File: src/rtl/b06_responder.sv
// Peer-side responder for the b06 interrupt controller: produces eql/cont_eql from a data
// comparator, a terminal counter and an alarm tally. Optional MATCH watchdog: B06_RESP_WDOG_EN.
module b06_responder #(
  parameter int DATA_W   = 8,
  parameter int CNT_W    = 4,
  parameter int TERM     = 9,
  parameter int WDOG_LIM = 8
) (
  input  logic              clock,
  input  logic              reset,
  input  logic [1:0]        cc_mux,
  input  logic [1:0]        uscite,
  input  logic              enable_count,
  input  logic              ackout,
  input  logic [DATA_W-1:0] din,
  input  logic [DATA_W-1:0] ref_val,
  output logic              eql,
  output logic              cont_eql,
  output logic [CNT_W-1:0]  cnt,
  output logic [3:0]        alarm_cnt,
  output logic              wdog_to
);

  typedef enum logic [1:0] {
    IDLE  = 2'b00,
    ARMED = 2'b01,
    MATCH = 2'b10,
    ACKED = 2'b11
  } state_t;

  localparam logic [CNT_W-1:0] TERM_V = CNT_W'(TERM);

  // Out-of-range parameters would silently truncate the terminal compare.
  if (TERM >= (1 << CNT_W) || WDOG_LIM < 1) begin : g_param_check
    $error("b06_responder: TERM must fit in CNT_W bits and WDOG_LIM must be >= 1");
  end

  state_t            r_state;
  state_t            w_state_nxt;
  logic              r_eql;
  logic              r_cont_eql;
  logic [CNT_W-1:0]  r_cnt;
  logic [3:0]        r_alarm_cnt;
  logic [1:0]        r_usc_q;
  logic [DATA_W-1:0] r_snap;
  logic              w_cmp;
  logic              w_wdog_hit;
  logic              w_alarm_entry;

  always_comb begin
    unique case (cc_mux)
      2'b00:   w_cmp = 1'b0;
      2'b01:   w_cmp = (din == ref_val);
      2'b10:   w_cmp = (din == ~ref_val);
      default: w_cmp = (din == r_snap);
    endcase
  end

  // NOTE: every signal written here gets a default first, so no path can infer a latch.
  always_comb begin
    w_state_nxt = r_state;
    unique case (r_state)
      IDLE:  if (cc_mux != 2'b00) w_state_nxt = ARMED;
      ARMED: begin
        if (cc_mux == 2'b00) w_state_nxt = IDLE;
        else if (w_cmp)      w_state_nxt = MATCH;
      end
      MATCH: begin
        if (ackout || w_wdog_hit) w_state_nxt = ACKED;
        else if (!w_cmp)          w_state_nxt = ARMED;
      end
      default: if (!ackout) w_state_nxt = IDLE;
    endcase
  end

  assign w_alarm_entry = (uscite == 2'b11) && (r_usc_q != 2'b11);

  // NOTE: state is updated with non-blocking assignments so every register samples pre-edge values.
  always_ff @(posedge clock) begin
    if (reset) begin
      // NOTE: snap is an ordinary register, so it is reset along with the rest of the state.
      r_state     <= IDLE;
      r_eql       <= 1'b0;
      r_cont_eql  <= 1'b0;
      r_cnt       <= '0;
      r_alarm_cnt <= '0;
      r_usc_q     <= 2'b00;
      r_snap      <= '0;
    end else begin
      r_state    <= w_state_nxt;
      r_eql      <= (w_state_nxt == MATCH);
      r_cont_eql <= (r_cnt == TERM_V);
      r_usc_q    <= uscite;
      if (enable_count) r_cnt <= (r_cnt == TERM_V) ? '0 : r_cnt + 1'b1;
      if (r_state == IDLE && cc_mux != 2'b00) r_snap <= din;
      if (w_alarm_entry && r_alarm_cnt != 4'd15) r_alarm_cnt <= r_alarm_cnt + 4'd1;
    end
  end

`ifdef B06_RESP_WDOG_EN
  localparam int WD_W = $clog2(WDOG_LIM + 1);

  logic [WD_W-1:0] r_wdog;
  logic            r_wdog_to;

  // Timer holds the number of completed MATCH cycles; the limit cycle forces ACKED unless acked.
  assign w_wdog_hit = (r_state == MATCH) && (r_wdog == WD_W'(WDOG_LIM - 1));

  always_ff @(posedge clock) begin
    if (reset) begin
      r_wdog    <= '0;
      r_wdog_to <= 1'b0;
    end else begin
      r_wdog_to <= w_wdog_hit && !ackout;
      r_wdog    <= (r_state == MATCH && w_state_nxt == MATCH) ? r_wdog + 1'b1 : '0;
    end
  end

  assign wdog_to = r_wdog_to;
`else
  assign w_wdog_hit = 1'b0;
  assign wdog_to    = 1'b0;
`endif

  assign eql       = r_eql;
  assign cont_eql  = r_cont_eql;
  assign cnt       = r_cnt;
  assign alarm_cnt = r_alarm_cnt;

endmodule
File: config.mk
export PLATFORM = sky130hd
export DESIGN_NAME = b06_responder
export DESIGN_NICKNAME = d
export VERILOG_FILES = /design/src/rtl/b06_responder.sv
export SDC_FILE = /design/constraint.sdc
export NUM_CORES = 1
export LEC_CHECK = 0
export ABC_AREA = 0
export CAP_MARGIN = 20
export CORE_MARGIN = 2
export CORE_UTILIZATION = 50
export CTS_BUF_LIST = sky130_fd_sc_hd__clkbuf_4 sky130_fd_sc_hd__clkbuf_8 sky130_fd_sc_hd__clkbuf_16
export CTS_CLUSTER_DIAMETER = 150
export DETAILED_ROUTE_END_ITERATION = 8
export HOLD_SLACK_MARGIN = 0.05
export PLACE_DENSITY = 0.84
export SLEW_MARGIN = 10
export SYNTH_ARGS = -nofsm -noshare
export SYNTH_HDL_FRONTEND = slang
export SYNTH_SLANG_ARGS = --single-unit
export TNS_END_PERCENT = 30
File: constraint.sdc
create_clock -name clock -period 3.75 [get_ports clock]
set_input_delay 1.125 -clock clock [delete_from_list [all_inputs] [get_ports clock]]
set_output_delay 1.125 -clock clock [all_outputs]
set_load 0.02 [all_outputs]
==> flow_summary.json, run 1 <==
{
  "status": "completed",
  "num_io_pins": 35,
  "cp.required_ns": 3.96,
  "utilization": 0.708,
  "seq_area_frac_synth": 0.370,
  "n_antenna_cell": 0,
  "fin_crit_sh": 0.810,
  "place_congestion": 0.834,
  "ys_async_sr_fraction": 0,
  "fmax_ghz": 0.329,
  "clkPwrFrac": 0.330,
  "path_buf_inv": 2,
  "clk_path_buf_depth": 2,
  "synth_enable_flop_cells": 0,
  "synth_cell_types": 29,
  "syn_inst": 144,
  "crit_chain": "clkdlybuf4s50_1 -> inv_1 -> ha_1 -> mux2i_1 -> xor2_1 -> nand4_1 -> o311ai_2 -> nand3_1 -> o211a_1",
  "clock_latency_ns": 0.30,
  "final_hold_viol_count": 0,
  "htreeDepth": 1,
  "ys.flop_type": "dfxtp_1",
  "use_met3": 0.0486,
  "slowest_stage": "clkdlybuf4s50_1",
  "hpwl_um": 2040,
  "rows": 17,
  "path_class": "input pin to flip-flop",
  "die_h_um": 52.8,
  "slowest_delay_ns": 0.49,
  "grt_pass1_wl_um": 4120,
  "worstPathArrival_ns": 3.25,
  "setup_viol": 0,
  "drv_slew": 0,
  "ys_ff_latch": 22,
  "internal_power_mw": 0.409,
  "numCtsBuffers": 3,
  "yosysWarnings": 0,
  "portBuffers": 33,
  "synth_fp_nets": 172,
  "use_met1": 0.226,
  "worst-path-max-fanout": 8,
  "syn_avg_cell_area_sq_um": 8.27,
  "initial_core_util": 0.533,
  "hp-class": "flip-flop to flip-flop",
  "dr.pass1.iters": 4,
  "netSwitchingFraction": 0.245,
  "cts_sinks": 22,
  "net-switching-power_mw": 0.132,
  "postRouteAntennaNets": 0,
  "leakage_nw": 0.641,
  "final_nets": 205,
  "min_period_ns": 3.04,
  "holdBufCountCts": 0,
  "wl_um": 2580,
  "skew_ns": 0.00412,
  "critPathCaptureType": "flip-flop",
  "vias": 1077,
  "slew_headroom": 0.501,
  "setup_tns_ns": 0,
  "cts_resized": 0,
  "synthToLayoutAreaGrowth_pct": 32.8,
  "start_kind": "input pin",
  "grtUsageTotal": 0.201,
  "final_common_cell": "clkdlybuf4s50_1",
  "rsz0062_at_grt": "no",
  "grt_max_degree": 23,
  "grt_pass1_vias": 999,
  "die_area_sq_um": 2790,
  "syn_area_sq_um": 1190,
  "pwr-share-seq": 0.471,
  "ir_worst_vdd_mv": 0.286,
  "antenna_found_initial": 0,
  "grt_util_met2": 0.369,
  "powerDensity_nw_per_um2": 342,
  "wire_per_inst_um": 12.6,
  "cts_tree": "yes",
  "dr.first_iter.drc_count": 19,
  "layout_common_cells": "clkdlybuf4s50_1, nand2_1, dfxtp_1",
  "overflow": 0,
  "combPwrFrac": 0.200,
  "core_area_sq_um": 2230,
  "tightest_slew_ns": 0.746,
  "clockRootBuffer": "clkbuf_4",
  "cts_setup_buffers": 0,
  "die_w_um": 52.8,
  "drc": 0,
  "cts.clk_slew.worst_paths_ns": 0.12,
  "drive_gt1_frac": 0.0341,
  "cap_viol_max_count": 0,
  "critical-path-top-delay-family": "compound AO/OA/AOI/OAI gates",
  "busiest_layer": "met2",
  "viasPerCell": 5.28
}
-- synthesized netlist by cell type (2+ instances only) --
cell type	count	share of area
inv_1	6	0.019
nand3_1	5	0.021
nor3_1	5	0.021
xnor2_1	4	0.029
nand2_1	23	0.072
mux2i_1	9	0.076
nand4_1	4	0.021
nor2b_1	5	0.026
or3_1	2	0.011
xor2_1	13	0.096
a21oi_1	14	0.059
dfxtp_1	22	0.37
o21ai_1	3	0.013
nor2_1	9	0.028
ha_1	4	0.042
clkbuf_1	3	0.0095
-- final cells by class --
cell class / count / area, sq um
Clock inverter: 1 / 30.0
Clock buffer: 3 / 22.5
Timing Repair Buffer: 34 / 338
Inverter: 6 / 22.5
Tap cell: 28 / 35.0
Fill cell: 193 / 652
Sequential cell: 22 / 440
Multi-Input combinational cell: 110 / 693
-- layer usage --
layer	up-vias	wire length [um]
met5	-	0
met4	0	13
met3	2	166
met2	31	1330
met1	487	1070
li1	557	-
-- logic make-up after synthesis --
logic type	share of synthesized area
xor gates and xnor gates	0.125
and+or+nand+nor	0.217
other	0.00315
muxes	0.0756
buffers and inverters	0.0483
DFF	0.370
AOI/OAI and AO/OA	0.119
adders and majority gates	0.0420
-- tightest hold or removal path, cell delays in order (launching register included) --
cell and delay [ns]:
dfxtp_1 0.34, nand2_1 0.05, a21oi_1 0.05
-- sequential cells by signal, indices dropped and copies added, names as in the netlist --
signal / flops
cont_eql: 1
r_usc_q: 2
cnt: 4
r_snap: 8
eql: 1
r_state: 2
alarm_cnt: 4
-- worst paths after layout --
check	startpoint	end	slack [ns]	cells after the start
max	cc_mux[1]	r_state[0]$_SDFF_PP0_	0.71	9
min	r_snap[1]$_SDFFE_PP0P_	r_snap[1]$_SDFFE_PP0P_	0.48	2
max reg2reg	r_snap[4]$_SDFFE_PP0P_	r_state[0]$_SDFF_PP0_	2.19	6
min reg2reg	r_snap[1]$_SDFFE_PP0P_	r_snap[1]$_SDFFE_PP0P_	0.48	2
-- power by group through the flow --
stage	clock, mW	sequential (mW)	combinational [mW]
final	0.178	0.255	0.108
after CTS	0.184	0.255	0.109
after floorplan	0	0.263	0.0577
after detailed placement	0	0.260	0.108
after global routing	0.194	0.257	0.119
after global placement	0	0.259	0.105
-- stage by stage --
step | worst slack (ns) | hold WS [ns] | power, mW | std cells | area (sq um)
after floorplan | 1.10 | 0.448 | 0.320 | 144 | 1190
after global placement | 0.530 | 0.455 | 0.364 | 200 | 1530
after detailed placement | 0.369 | 0.466 | 0.369 | 200 | 1530
after CTS | 0.708 | 0.484 | 0.548 | 204 | 1580
after global routing | 0.538 | 0.502 | 0.570 | 204 | 1580
final | 0.713 | 0.482 | 0.542 | 204 | 1580
(Power assumes the default switching activity.)
==> inputs of run 2 (changes only) <==
--- a/config.mk
+++ b/config.mk
@@ -8,12 +8,12 @@
 export ABC_AREA = 0
 export CAP_MARGIN = 20
 export CORE_MARGIN = 2
-export CORE_UTILIZATION = 50
+export CORE_UTILIZATION = 42
 export CTS_BUF_LIST = sky130_fd_sc_hd__clkbuf_4 sky130_fd_sc_hd__clkbuf_8 sky130_fd_sc_hd__clkbuf_16
 export CTS_CLUSTER_DIAMETER = 150
 export DETAILED_ROUTE_END_ITERATION = 8
 export HOLD_SLACK_MARGIN = 0.05
-export PLACE_DENSITY = 0.84
+export PLACE_DENSITY = 0.75
 export SLEW_MARGIN = 10
 export SYNTH_ARGS = -nofsm -noshare
 export SYNTH_HDL_FRONTEND = slang
==> constraint.sdc (replaced) <==
create_clock -name clock -period 2.54 [get_ports clock]
set_input_delay 0.762 -clock clock [delete_from_list [all_inputs] [get_ports clock]]
set_output_delay 0.762 -clock clock [all_outputs]
set_load 0.02 [all_outputs]
==> run 2 against run 1 <==
Sequential power increased by 48%. Global-route usage is 2.9 points lower. Register-to-register slack worse by 1.3 ns. Final cell count up 6.9%. Total power is 51% higher. Critical path depth unchanged. Clock skew shrank 0.0029 ns. First-iteration DRC count increased by 47%. Final area is 7.1% higher. Via count is 3.2% higher. Critical path type unchanged. Largest cell class unchanged. Largest power group unchanged.
==> flow_summary.json, run 2 (synthesis gave the netlist of run 1 again) <==
{
  "status": "completed",
  "setup_tns_ns": 0,
  "overflow": 0,
  "n_antenna_cell": 0,
  "die_w_um": 57.3,
  "postRouteAntennaNets": 0,
  "multi_input_area_sq_um": 722,
  "cap_viol_max_count": 0,
  "skew_ns": 0.00122,
  "grt_pass1_wl_um": 4490,
  "dr.first_iter.drc_count": 28,
  "wire_per_inst_um": 12.2,
  "synthToLayoutAreaGrowth_pct": 42.2,
  "largest_register": "r_snap",
  "layout_common_cells": "clkdlybuf4s50_1, nand2_1, dfxtp_1",
  "drive_gt1_frac": 0.107,
  "tightest_slew_ns": 0.509,
  "clk_path_buf_depth": 2,
  "hp-start": "r_snap[0]$_SDFFE_PP0P_",
  "final_hold_viol_count": 0,
  "leakage_nw": 0.695,
  "busiest_layer": "met2",
  "worst_hold_path.endpoint": "r_snap[0]$_SDFFE_PP0P_",
  "powerDensity_nw_per_um2": 483,
  "setup_viol": 0,
  "slew_headroom": 0.660,
  "grt_max_degree": 15,
  "cp.required_ns": 2.75,
  "worstHoldPathCells": 2,
  "use_met3": 0.0385,
  "wl_um": 2660,
  "vias": 1111,
  "grt_pass1_vias": 1069,
  "slowest_stage": "o311ai_2",
  "r2r-start": "r_snap[4]$_SDFFE_PP0P_",
  "slowest_delay_ns": 0.35,
  "initial_core_util": 0.436,
  "fin_crit_sh": 0.938,
  "die_h_um": 57.3,
  "fmax_ghz": 0.420,
  "hpwl_um": 2010,
  "ff2ff_path_depth": 7,
  "worstPathArrival_ns": 2.59,
  "holdBufCountCts": 0,
  "numCtsBuffers": 3,
  "antenna_found_initial": 0,
  "r2r_end": "r_state[0]$_SDFF_PP0_",
  "num_io_pins": 35,
  "whs_ns": 0.478,
  "critPathCaptureType": "flip-flop",
  "crit_chain": "dlygate4sd2_1 -> inv_1 -> ha_4 -> mux2i_1 -> xor2_1 -> nand4_1 -> o311ai_2 -> nand3_1 -> o211a_1",
  "grtUsageTotal": 0.173,
  "cts_tree": "yes",
  "core_area_sq_um": 2730,
  "drv_slew": 0,
  "regToRegSetupSlack_ns": 0.94,
  "cts_sinks": 22,
  "rows": 19,
  "largest_register_ffs": 8,
  "place_congestion": 0.825,
  "worst-path-max-fanout": 8,
  "drc": 0,
  "path_buf_inv": 2,
  "start_kind": "input pin",
  "final_common_cell": "clkdlybuf4s50_1",
  "path_class": "input pin to flip-flop",
  "viasPerCell": 5.10,
  "dr.pass1.iters": 4,
  "cts.clk_slew.worst_paths_ns": 0.12,
  "fillers": 238,
  "min_period_ns": 2.38,
  "clock_latency_ns": 0.30,
  "clockRootBuffer": "clkbuf_4",
  "grt_util_met2": 0.300,
  "total_power_mw": 0.818,
  "portBuffers": 33,
  "ir_worst_vdd_mv": 0.352,
  "die_area_sq_um": 3280,
  "htreeDepth": 1,
  "hp-class": "flip-flop to flip-flop",
  "register_area_sq_um": 440,
  "critical-path-top-delay-family": "compound AO/OA/AOI/OAI gates",
  "final_nets": 216,
  "rsz0062_at_grt": "no",
  "utilization": 0.620,
  "use_met1": 0.214
}
-- run 2: cell count changes in the layout (fill, tap and decap cells not counted) --
cell | previous run | this run
buf_4 | 1 | 12
clkdlybuf4s50_1 | 33 | 31
dlygate4sd2_1 | 0 | 2
ha_1 | 4 | 2
ha_4 | 0 | 2
mux2i_1 | 9 | 8
mux2i_2 | 0 | 1
-- run 2: tightest hold or removal path, stage by stage, from the launching register on --
cell     delay [ns]
dfxtp_1        0.34
nand2_1        0.05
a21oi_1        0.05
-- run 2: repair_timing --
action                                  CTS  global route
setup buffers                             1             0
endpoints found under the setup margin    3             0
resized for setup                         7             0
-- run 2: worst max path at each step --
stage              start               endpoint  slack [ns]  cells past startpoint
6_report       cc_mux[0]  r_state[0]$_SDFF_PP0_        0.16                      9
5_1_grt        cc_mux[0]  r_state[0]$_SDFF_PP0_        0.06                      9
4_1_cts        cc_mux[0]  r_state[0]$_SDFF_PP0_        0.20                      9
3_5_place_dp   cc_mux[0]  r_state[0]$_SDFF_PP0_       -0.42                      9
3_3_place_gp   cc_mux[1]  r_state[0]$_SDFF_PP0_       -0.31                      9
2_1_floorplan  cc_mux[0]  r_state[0]$_SDFF_PP0_        0.26                      9
-- run 2: final cells by class --
type | count | area share
inverter | 6 | 0.0133
multi-input combinational | 110 | 0.426
tap | 31 | 0.0229
clock inverter | 1 | 0.0177
timing repair buffer | 45 | 0.247
clock buffer | 3 | 0.0133
sequential | 22 | 0.260
-- run 2: per-layer routing --
layer | part of all wire | vias to the layer above
li1 | - | 574
met1 | 0.47 | 499
met2 | 0.47 | 36
met3 | 0.061 | 2
met4 | 0.0053 | 0
met5 | 0 | -
-- run 2: report_power, final --
| part | leakage [nW] | internal (mW) | total (mW) | switching, mW |
|---|---|---|---|---|
| logic | 0.487 | 0.0965 | 0.179 | 0.0823 |
| registers | 0.180 | 0.362 | 0.377 | 0.0146 |
| clock network | 0.0279 | 0.159 | 0.262 | 0.103 |
| total | 0.695 | 0.618 | 0.818 | 0.200 |
-- run 2: through the flow --
| stage | area [sq um] | worst slack, ns | instances |
|---|---|---|---|
| 5_1_grt | 1690 | 0.0642 | 218 |
| 2_1_floorplan | 1190 | 0.256 | 144 |
| 3_5_place_dp | 1610 | -0.415 | 213 |
| 6_report | 1690 | 0.157 | 218 |
| 3_3_place_gp | 1610 | -0.311 | 213 |
| 4_1_cts | 1690 | 0.197 | 218 |
